### config.mk
export PLATFORM = sky130hd
export DESIGN_NAME = fpu_math_arbiter
export DESIGN_NICKNAME = d
export VERILOG_FILES = /design/src/rtl/fpu_arb_pkg.sv /design/src/rtl/fpu_math_arbiter_math_unit.sv /design/src/rtl/fpu_math_arbiter.sv
export SDC_FILE = /design/constraint.sdc
export NUM_CORES = 1
export LEC_CHECK = 0
export CAP_MARGIN = 20
export CORE_UTILIZATION = 30
export DETAILED_ROUTE_END_ITERATION = 16
export GPL_TIMING_DRIVEN = 1
export PLACE_DENSITY_LB_ADDON = 0.05
export SLEW_MARGIN = 5
export SYNTH_ARGS = -nofsm -noshare
export SYNTH_HDL_FRONTEND = slang
export SYNTH_SLANG_ARGS = --single-unit
### constraint.sdc
create_clock -name clk -period 4.58 [get_ports clk]
set_input_delay 0.916 -clock clk [delete_from_list [all_inputs] [get_ports clk]]
set_output_delay 0.916 -clock clk [all_outputs]
set_load 0.03 [all_outputs]
### src/rtl/fpu_arb_pkg.sv
// Shared types, limits and round-robin pick for the fpu_math_arbiter slice.
package fpu_arb_pkg;

  typedef enum logic [1:0] {
    IDLE = 2'd0,
    EXEC = 2'd1,
    RESP = 2'd2
  } state_t;

  localparam int WIDTH_DEFAULT = 32;
  localparam int NUM_REQ_MAX   = 8;

  // Returns {found, index}: lowest set bit at or above ptr, else lowest set bit overall.
  function automatic logic [3:0] rr_pick(input logic [NUM_REQ_MAX-1:0] valid,
                                         input logic [2:0]             ptr);
    logic [NUM_REQ_MAX-1:0] hi;
    logic [3:0]             r;
    hi = valid & ({NUM_REQ_MAX{1'b1}} << ptr);
    r  = '0;
    for (int i = NUM_REQ_MAX - 1; i >= 0; i--)
      if (valid[i]) r = {1'b1, 3'(i)};
    for (int i = NUM_REQ_MAX - 1; i >= 0; i--)
      if (hi[i]) r = {1'b1, 3'(i)};
    return r;
  endfunction

endpackage

### src/rtl/fpu_math_arbiter_math_unit.sv
// Operand capture plus LAT-1 result stages; the arbiter's response register is the final stage.
// Signed-overflow flag present only with FPU_ARB_OVF_EN.
module math_unit
  import fpu_arb_pkg::*;
#(
  parameter int WIDTH = WIDTH_DEFAULT,
  parameter int LAT   = 1
) (
  input  logic             clk,
  input  logic             rst,
  input  logic             cap_en,
  input  logic [WIDTH-1:0] a,
  input  logic [WIDTH-1:0] b,
  output logic [WIDTH-1:0] sum,
  output logic             gt
`ifdef FPU_ARB_OVF_EN
  ,
  output logic             ovf
`endif
);

`ifdef FPU_ARB_OVF_EN
  localparam int RW = WIDTH + 2;
`else
  localparam int RW = WIDTH + 1;
`endif

  logic [WIDTH-1:0] a_q, b_q, s_c;
  logic [RW-1:0]    res_c, res_out;

  always_ff @(posedge clk) begin
    if (rst) begin
      a_q <= '0;
      b_q <= '0;
    end else if (cap_en) begin
      a_q <= a;
      b_q <= b;
    end
  end

  assign s_c = a_q + b_q;

`ifdef FPU_ARB_OVF_EN
  assign res_c = {(a_q[WIDTH-1] == b_q[WIDTH-1]) && (s_c[WIDTH-1] != a_q[WIDTH-1]),
                  $signed(a_q) > $signed(b_q), s_c};
`else
  assign res_c = {$signed(a_q) > $signed(b_q), s_c};
`endif

  generate
    if (LAT == 1) begin : g_comb
      assign res_out = res_c;
    end else begin : g_pipe
      logic [RW-1:0] pipe [LAT-1];
      always_ff @(posedge clk) begin
        if (rst) begin
          for (int i = 0; i < LAT - 1; i++) pipe[i] <= '0;
        end else begin
          pipe[0] <= res_c;
          for (int i = 1; i < LAT - 1; i++) pipe[i] <= pipe[i-1];
        end
      end
      assign res_out = pipe[LAT-2];
    end
  endgenerate

  assign sum = res_out[WIDTH-1:0];
  assign gt  = res_out[WIDTH];
`ifdef FPU_ARB_OVF_EN
  assign ovf = res_out[WIDTH+1];
`endif

endmodule

### src/rtl/fpu_math_arbiter.sv
// Round-robin arbiter sharing one add/signed-compare unit; one operation in flight.
// Optional resp_ovf output enabled by FPU_ARB_OVF_EN.
//   state | meaning
//   IDLE  | arbitrate, grant combinationally, capture operands on handshake
//   EXEC  | count down datapath latency, latch result when lat_cnt hits 0
//   RESP  | hold result until resp_ready
module fpu_math_arbiter
  import fpu_arb_pkg::*;
#(
  parameter  int NUM_REQ = 4,
  parameter  int WIDTH   = WIDTH_DEFAULT,
  parameter  int LAT     = 1,
  localparam int ID_W    = $clog2(NUM_REQ)
) (
  input  logic                     clk,
  input  logic                     rst,
  input  logic [NUM_REQ-1:0]       req_valid,
  input  logic [NUM_REQ*WIDTH-1:0] req_a,
  input  logic [NUM_REQ*WIDTH-1:0] req_b,
  output logic [NUM_REQ-1:0]       req_ready,
  output logic                     resp_valid,
  input  logic                     resp_ready,
  output logic [ID_W-1:0]          resp_id,
  output logic [WIDTH-1:0]         resp_sum,
  output logic                     resp_gt,
`ifdef FPU_ARB_OVF_EN
  output logic                     resp_ovf,
`endif
  output logic                     busy
);

  state_t                 state, next_state;
  logic [2:0]             rr_ptr;
  logic [1:0]             lat_cnt;
  logic [NUM_REQ_MAX-1:0] valid_ext;
  logic [3:0]             pick;
  logic                   found;
  logic [2:0]             g;
  logic                   cap_en, done_en;
  logic [WIDTH-1:0]       a_sel, b_sel, mu_sum;
  logic                   mu_gt;
`ifdef FPU_ARB_OVF_EN
  logic                   mu_ovf;
`endif

  always_comb begin
    valid_ext              = '0;
    valid_ext[NUM_REQ-1:0] = req_valid;
  end

  assign pick  = rr_pick(valid_ext, rr_ptr);
  assign found = pick[3];
  assign g     = pick[2:0];

  always_comb begin
    a_sel = '0;
    b_sel = '0;
    for (int i = 0; i < NUM_REQ; i++) begin
      if (g == 3'(i)) begin
        a_sel = req_a[i*WIDTH +: WIDTH];
        b_sel = req_b[i*WIDTH +: WIDTH];
      end
    end
  end

  always_comb begin
    next_state = state;
    cap_en     = 1'b0;
    done_en    = 1'b0;
    req_ready  = '0;
    case (state)
      IDLE: begin
        if (found) begin
          cap_en     = 1'b1;
          next_state = EXEC;
          for (int i = 0; i < NUM_REQ; i++) req_ready[i] = (g == 3'(i));
        end
      end
      EXEC: begin
        if (lat_cnt == 2'd0) begin
          done_en    = 1'b1;
          next_state = RESP;
        end
      end
      RESP: begin
        if (resp_ready) next_state = IDLE;
      end
      default: next_state = IDLE;
    endcase
  end

  always_ff @(posedge clk) begin
    if (rst) begin
      state    <= IDLE;
      rr_ptr   <= '0;
      lat_cnt  <= '0;
      resp_id  <= '0;
      resp_sum <= '0;
      resp_gt  <= 1'b0;
`ifdef FPU_ARB_OVF_EN
      resp_ovf <= 1'b0;
`endif
    end else begin
      state <= next_state;
      if (cap_en) begin
        resp_id <= g[ID_W-1:0];
        rr_ptr  <= (g == 3'(NUM_REQ - 1)) ? 3'd0 : g + 3'd1;
        lat_cnt <= 2'(LAT - 1);
      end else if (state == EXEC && lat_cnt != 2'd0) begin
        lat_cnt <= lat_cnt - 2'd1;
      end
      if (done_en) begin
        resp_sum <= mu_sum;
        resp_gt  <= mu_gt;
`ifdef FPU_ARB_OVF_EN
        resp_ovf <= mu_ovf;
`endif
      end
    end
  end

  assign resp_valid = (state == RESP);
  assign busy       = (state != IDLE);

  math_unit #(.WIDTH(WIDTH), .LAT(LAT)) u_math (
    .clk    (clk),
    .rst    (rst),
    .cap_en (cap_en),
    .a      (a_sel),
    .b      (b_sel),
    .sum    (mu_sum),
`ifdef FPU_ARB_OVF_EN
    .ovf    (mu_ovf),
`endif
    .gt     (mu_gt)
  );

endmodule

==> impl_results.md <==
* Hold WC Path Type: register to register
* Crit Path Class: input pin to output pin
* CTS H-Tree Depth at 3
* Reg area at between 2000 and 2500 um^2
* Die area at between 20000 and 30000 um^2
* TritonCTS clock tree: done
* R2r worst-path depth at 10
* Crit path max-delay family: buffers and inverters
* Cells after Synth at 1139
* Share of layout cells above drive strength 1 at under 10%
* Setup Fix Bufs, Post-CTS at 0
* Outcome: complete, but fails checks
* Netlist Area Pre-Place at between 8000 and 9000 um^2
* Die Ht at about 170 um
* RSZ-0062 raised after global routing: false
* Via density at roughly 5
* Setup_tns at 0 ps
* Final Cycle Share at between 90% and 100%
* DRT Pass-1 Iters at 11
* Crit end category: output pin
* MaxCap Viol Count at 0
* Sequential-to-total area share from yosys stat at 26.1%
* CTS Buf Count at 9
* Hold slack at about 460 ps
* Syn_nets at ~1500
* Post-synth EDFFs at 0
* Max-slew violation count at 0
* Launching element type of the critical path: input pin
* Leakage at between 4 and 5 nW
* Vias after detailed routing at ~8700
* Hold_buf cts at 0
* Detailed placement HPWL at roughly 24000 um
* Clk slew on worst S/H paths at approximately 70 ps
* Ys Warns at 0
* Worst Path Required at 3660 ps
* Hold path cells at 2
* Residual DRC at 6
* F_max at roughly 240 MHz
* Layout filler cell count at ~2700
* Hold Vio Cnt, Final at 0
* Predominant post-synthesis flop cell: dfxtp_1
* Vias in the first global route at slightly above 8000
* R2R Setup Slk at ~1500 ps
* Clock Skews at just under 10 ps
* Area occupied by multi-input gates at approximately 5400 um^2
* CP max stage cell: clkdlybuf4s50_1
* Final min period at between 4000 and 5000 ps
* Cell Count, Final, Fillers Out at about 1700
* Dpl cell area at 11400 um^2
* Hold path endpoint: resp_sum[7]
* Drt first-iter violations at 473
* Layout Nets at 1713
* Global placer's final weighted congestion at around 0.87
* Clk Latency, worst-skew pair at 360 ps
* Final core occ at 44.6%
* Worst r2r dst: resp_sum[28]
* Fin area at approximately 12000 um^2
* P per Cell Area at approximately 370 nW/um^2
* Gr ovfl total at 0
* Worst-Margin Slew at 950 ps
* Synthesized flop and latch total at 105
* DIE WIDTH at 166 um
* Root Buffer: clkbuf_16
* Cell Rows at roughly 60
* # port buffers at 303
* Final WL at 30100 um
* Worst path cell trace: clkdlybuf4s50_1, a21oi_1, o21ai_0, a21oi_1, inv_1, ha_2, and2_1, clkdlybuf4s50_1
* CTS resizes at 0
* VDD IR max at 0.176 mV
* CTS sink count at about 110
* Setup violations, final at 0
* Post-synthesis cell type count at 65
* FF-to-FF Start: u_math.b_q[6]
* Placed Cells at roughly 1700
* Clock buffer depth at 2
* Min-Delay Startpoint: resp_sum[7]
* Rel. slew slack at around 37%
* Area growth, synth to finish at 44.9%
* Initial core utilization at a little under a third
* Core Region at ~26000 um^2
* Max incr delay on CP at around 590 ps
* First-pass GRT wire length at about 47000 um
* Top Ports at between 300 and 400
* Failing checks: design-rule violations
* Initial antenna violation count at 6
* Routed Antenna Nets at 0
* Avg WL per Cell at 17.5 um
* Avg Inst Size Synth at between 7 and 8 um^2
* Largest net degree at the start of global routing at 130
* CP Max Fanout at 7
* WP buf/inv at 3
* Async SR Flop Fraction at 0%
* WP data arrival at ~3300 ps
* All-layer global routing usage at between 20% and 30%
-- metal layers --
| layer | part of all wire (%) | vias to the layer above | wire length [um] | GRT usage, % |
|---|---|---|---|---|
| met1 | 49 | 3877 | 14900 | 30.5 |
| li1 | - | 4532 | - | - |
| met4 | 2.3 | 2 | 696 | 7.52 |
| met5 | 0.056 | - | 17 | 0 |
| met2 | 43 | 225 | 13000 | 33.0 |
| met3 | 5.3 | 33 | 1600 | 4.10 |
-- cells in the final DEF (no fill, tap or decap), types with 9 or more instances in the layout --
cell type / netlist / routed
nor3_1: 11 / 11
mux2i_1: 9 / 9
o21ai_0: 81 / 81
inv_1: 67 / 67
dfxtp_1: 105 / 105
xnor2_1: 26 / 26
clkdlybuf4s50_1: 0 / 302
clkbuf_16: 0 / 9
a211oi_1: 27 / 27
o211ai_1: 65 / 65
a21oi_1: 108 / 108
nor2_1: 215 / 214
nand3_1: 10 / 10
a22oi_1: 63 / 63
nand2_1: 96 / 96
ha_1: 68 / 65
-- how the worst max path moves through the flow --
stage | startpoint | to | cells past startpoint
after floorplan | req_valid[2] | req_ready[1] | 7
after global placement | req_valid[0] | req_ready[1] | 8
after detailed placement | req_valid[0] | req_ready[1] | 8
after CTS | req_valid[0] | req_ready[1] | 8
after global routing | req_valid[0] | req_ready[1] | 8
final | req_valid[0] | req_ready[1] | 8
-- synthesized netlist by cell type (all sizes together), types with 4 or more instances --
master / number / share of area [%]
inv: 67 / 3.1
xnor2: 26 / 2.8
a22oi: 63 / 5.9
nand4: 8 / 0.62
a21o: 4 / 0.37
and2: 6 / 0.47
o211ai: 65 / 6.1
o21ai: 83 / 5.2
nor2: 215 / 10
dfxtp: 105 / 26
a211oi: 28 / 2.7
nand2b: 5 / 0.39
nand3: 10 / 0.62
nor3: 11 / 0.68
o31ai: 4 / 0.37
a2111oi: 4 / 0.67
buf: 10 / 0.47
ha: 68 / 11
nor4: 6 / 0.47
o21bai: 5 / 0.47
clkbuf: 72 / 3.4
nand2: 96 / 4.5
mux2i: 9 / 1.1
a21oi: 108 / 6.7
or2: 4 / 0.31
nor2b: 9 / 0.70
-- cell families after synthesis --
| logic type | share of synthesized area, % |
|---|---|
| adder cells (fa/ha/maj) | 10.8 |
| AND/OR/NAND/NOR | 20.2 |
| buffers and inverters | 6.94 |
| multiplexers | 1.12 |
| flip-flops | 26.1 |
| XOR/XNOR | 3.04 |
| AO/OA/AOI/OAI | 31.8 |
-- metrics by stage --
stage / power [mW] / setup WS (ps)
floorplan: 2.70 / 1040
global placement: 3.53 / 425
detailed placement: 3.54 / 424
CTS: 4.36 / 415
global route: 4.67 / 268
finish: 4.32 / 404
-- final cells by class --
type | instances | area share (%)
Clock buffer | 12 | 2.11
Multi-Input combinational cell | 885 | 46.6
Inverter | 67 | 2.15
Timing Repair Buffer | 313 | 27.0
Tap cell | 335 | 3.59
Clock inverter | 4 | 0.450
Antenna cell | 5 | 0.107
Sequential cell | 105 | 18.0
-- power by group --
part	internal (mW)	switching [mW]
sequential	1.08	0.149
clock	0.440	0.362
combinational	0.975	1.32
total	2.49	1.83
-- state kept, by name (all words and copies together), names as in the netlist --
register / count
resp_sum: 32
u_math.a_q: 32
u_math.b_q: 32
lat_cnt: 2
resp_id: 2
rr_ptr: 2
state: 2
resp_gt: 1
-- worst min-delay path, delay by kind of cell (launching register included) --
family           cells  cell delay (ps)
flip-flops           1              310
AND/OR/NAND/NOR      1               50
AO/OA/AOI/OAI        1               50
No activity file was read; power rests on OpenSTA's default activity.
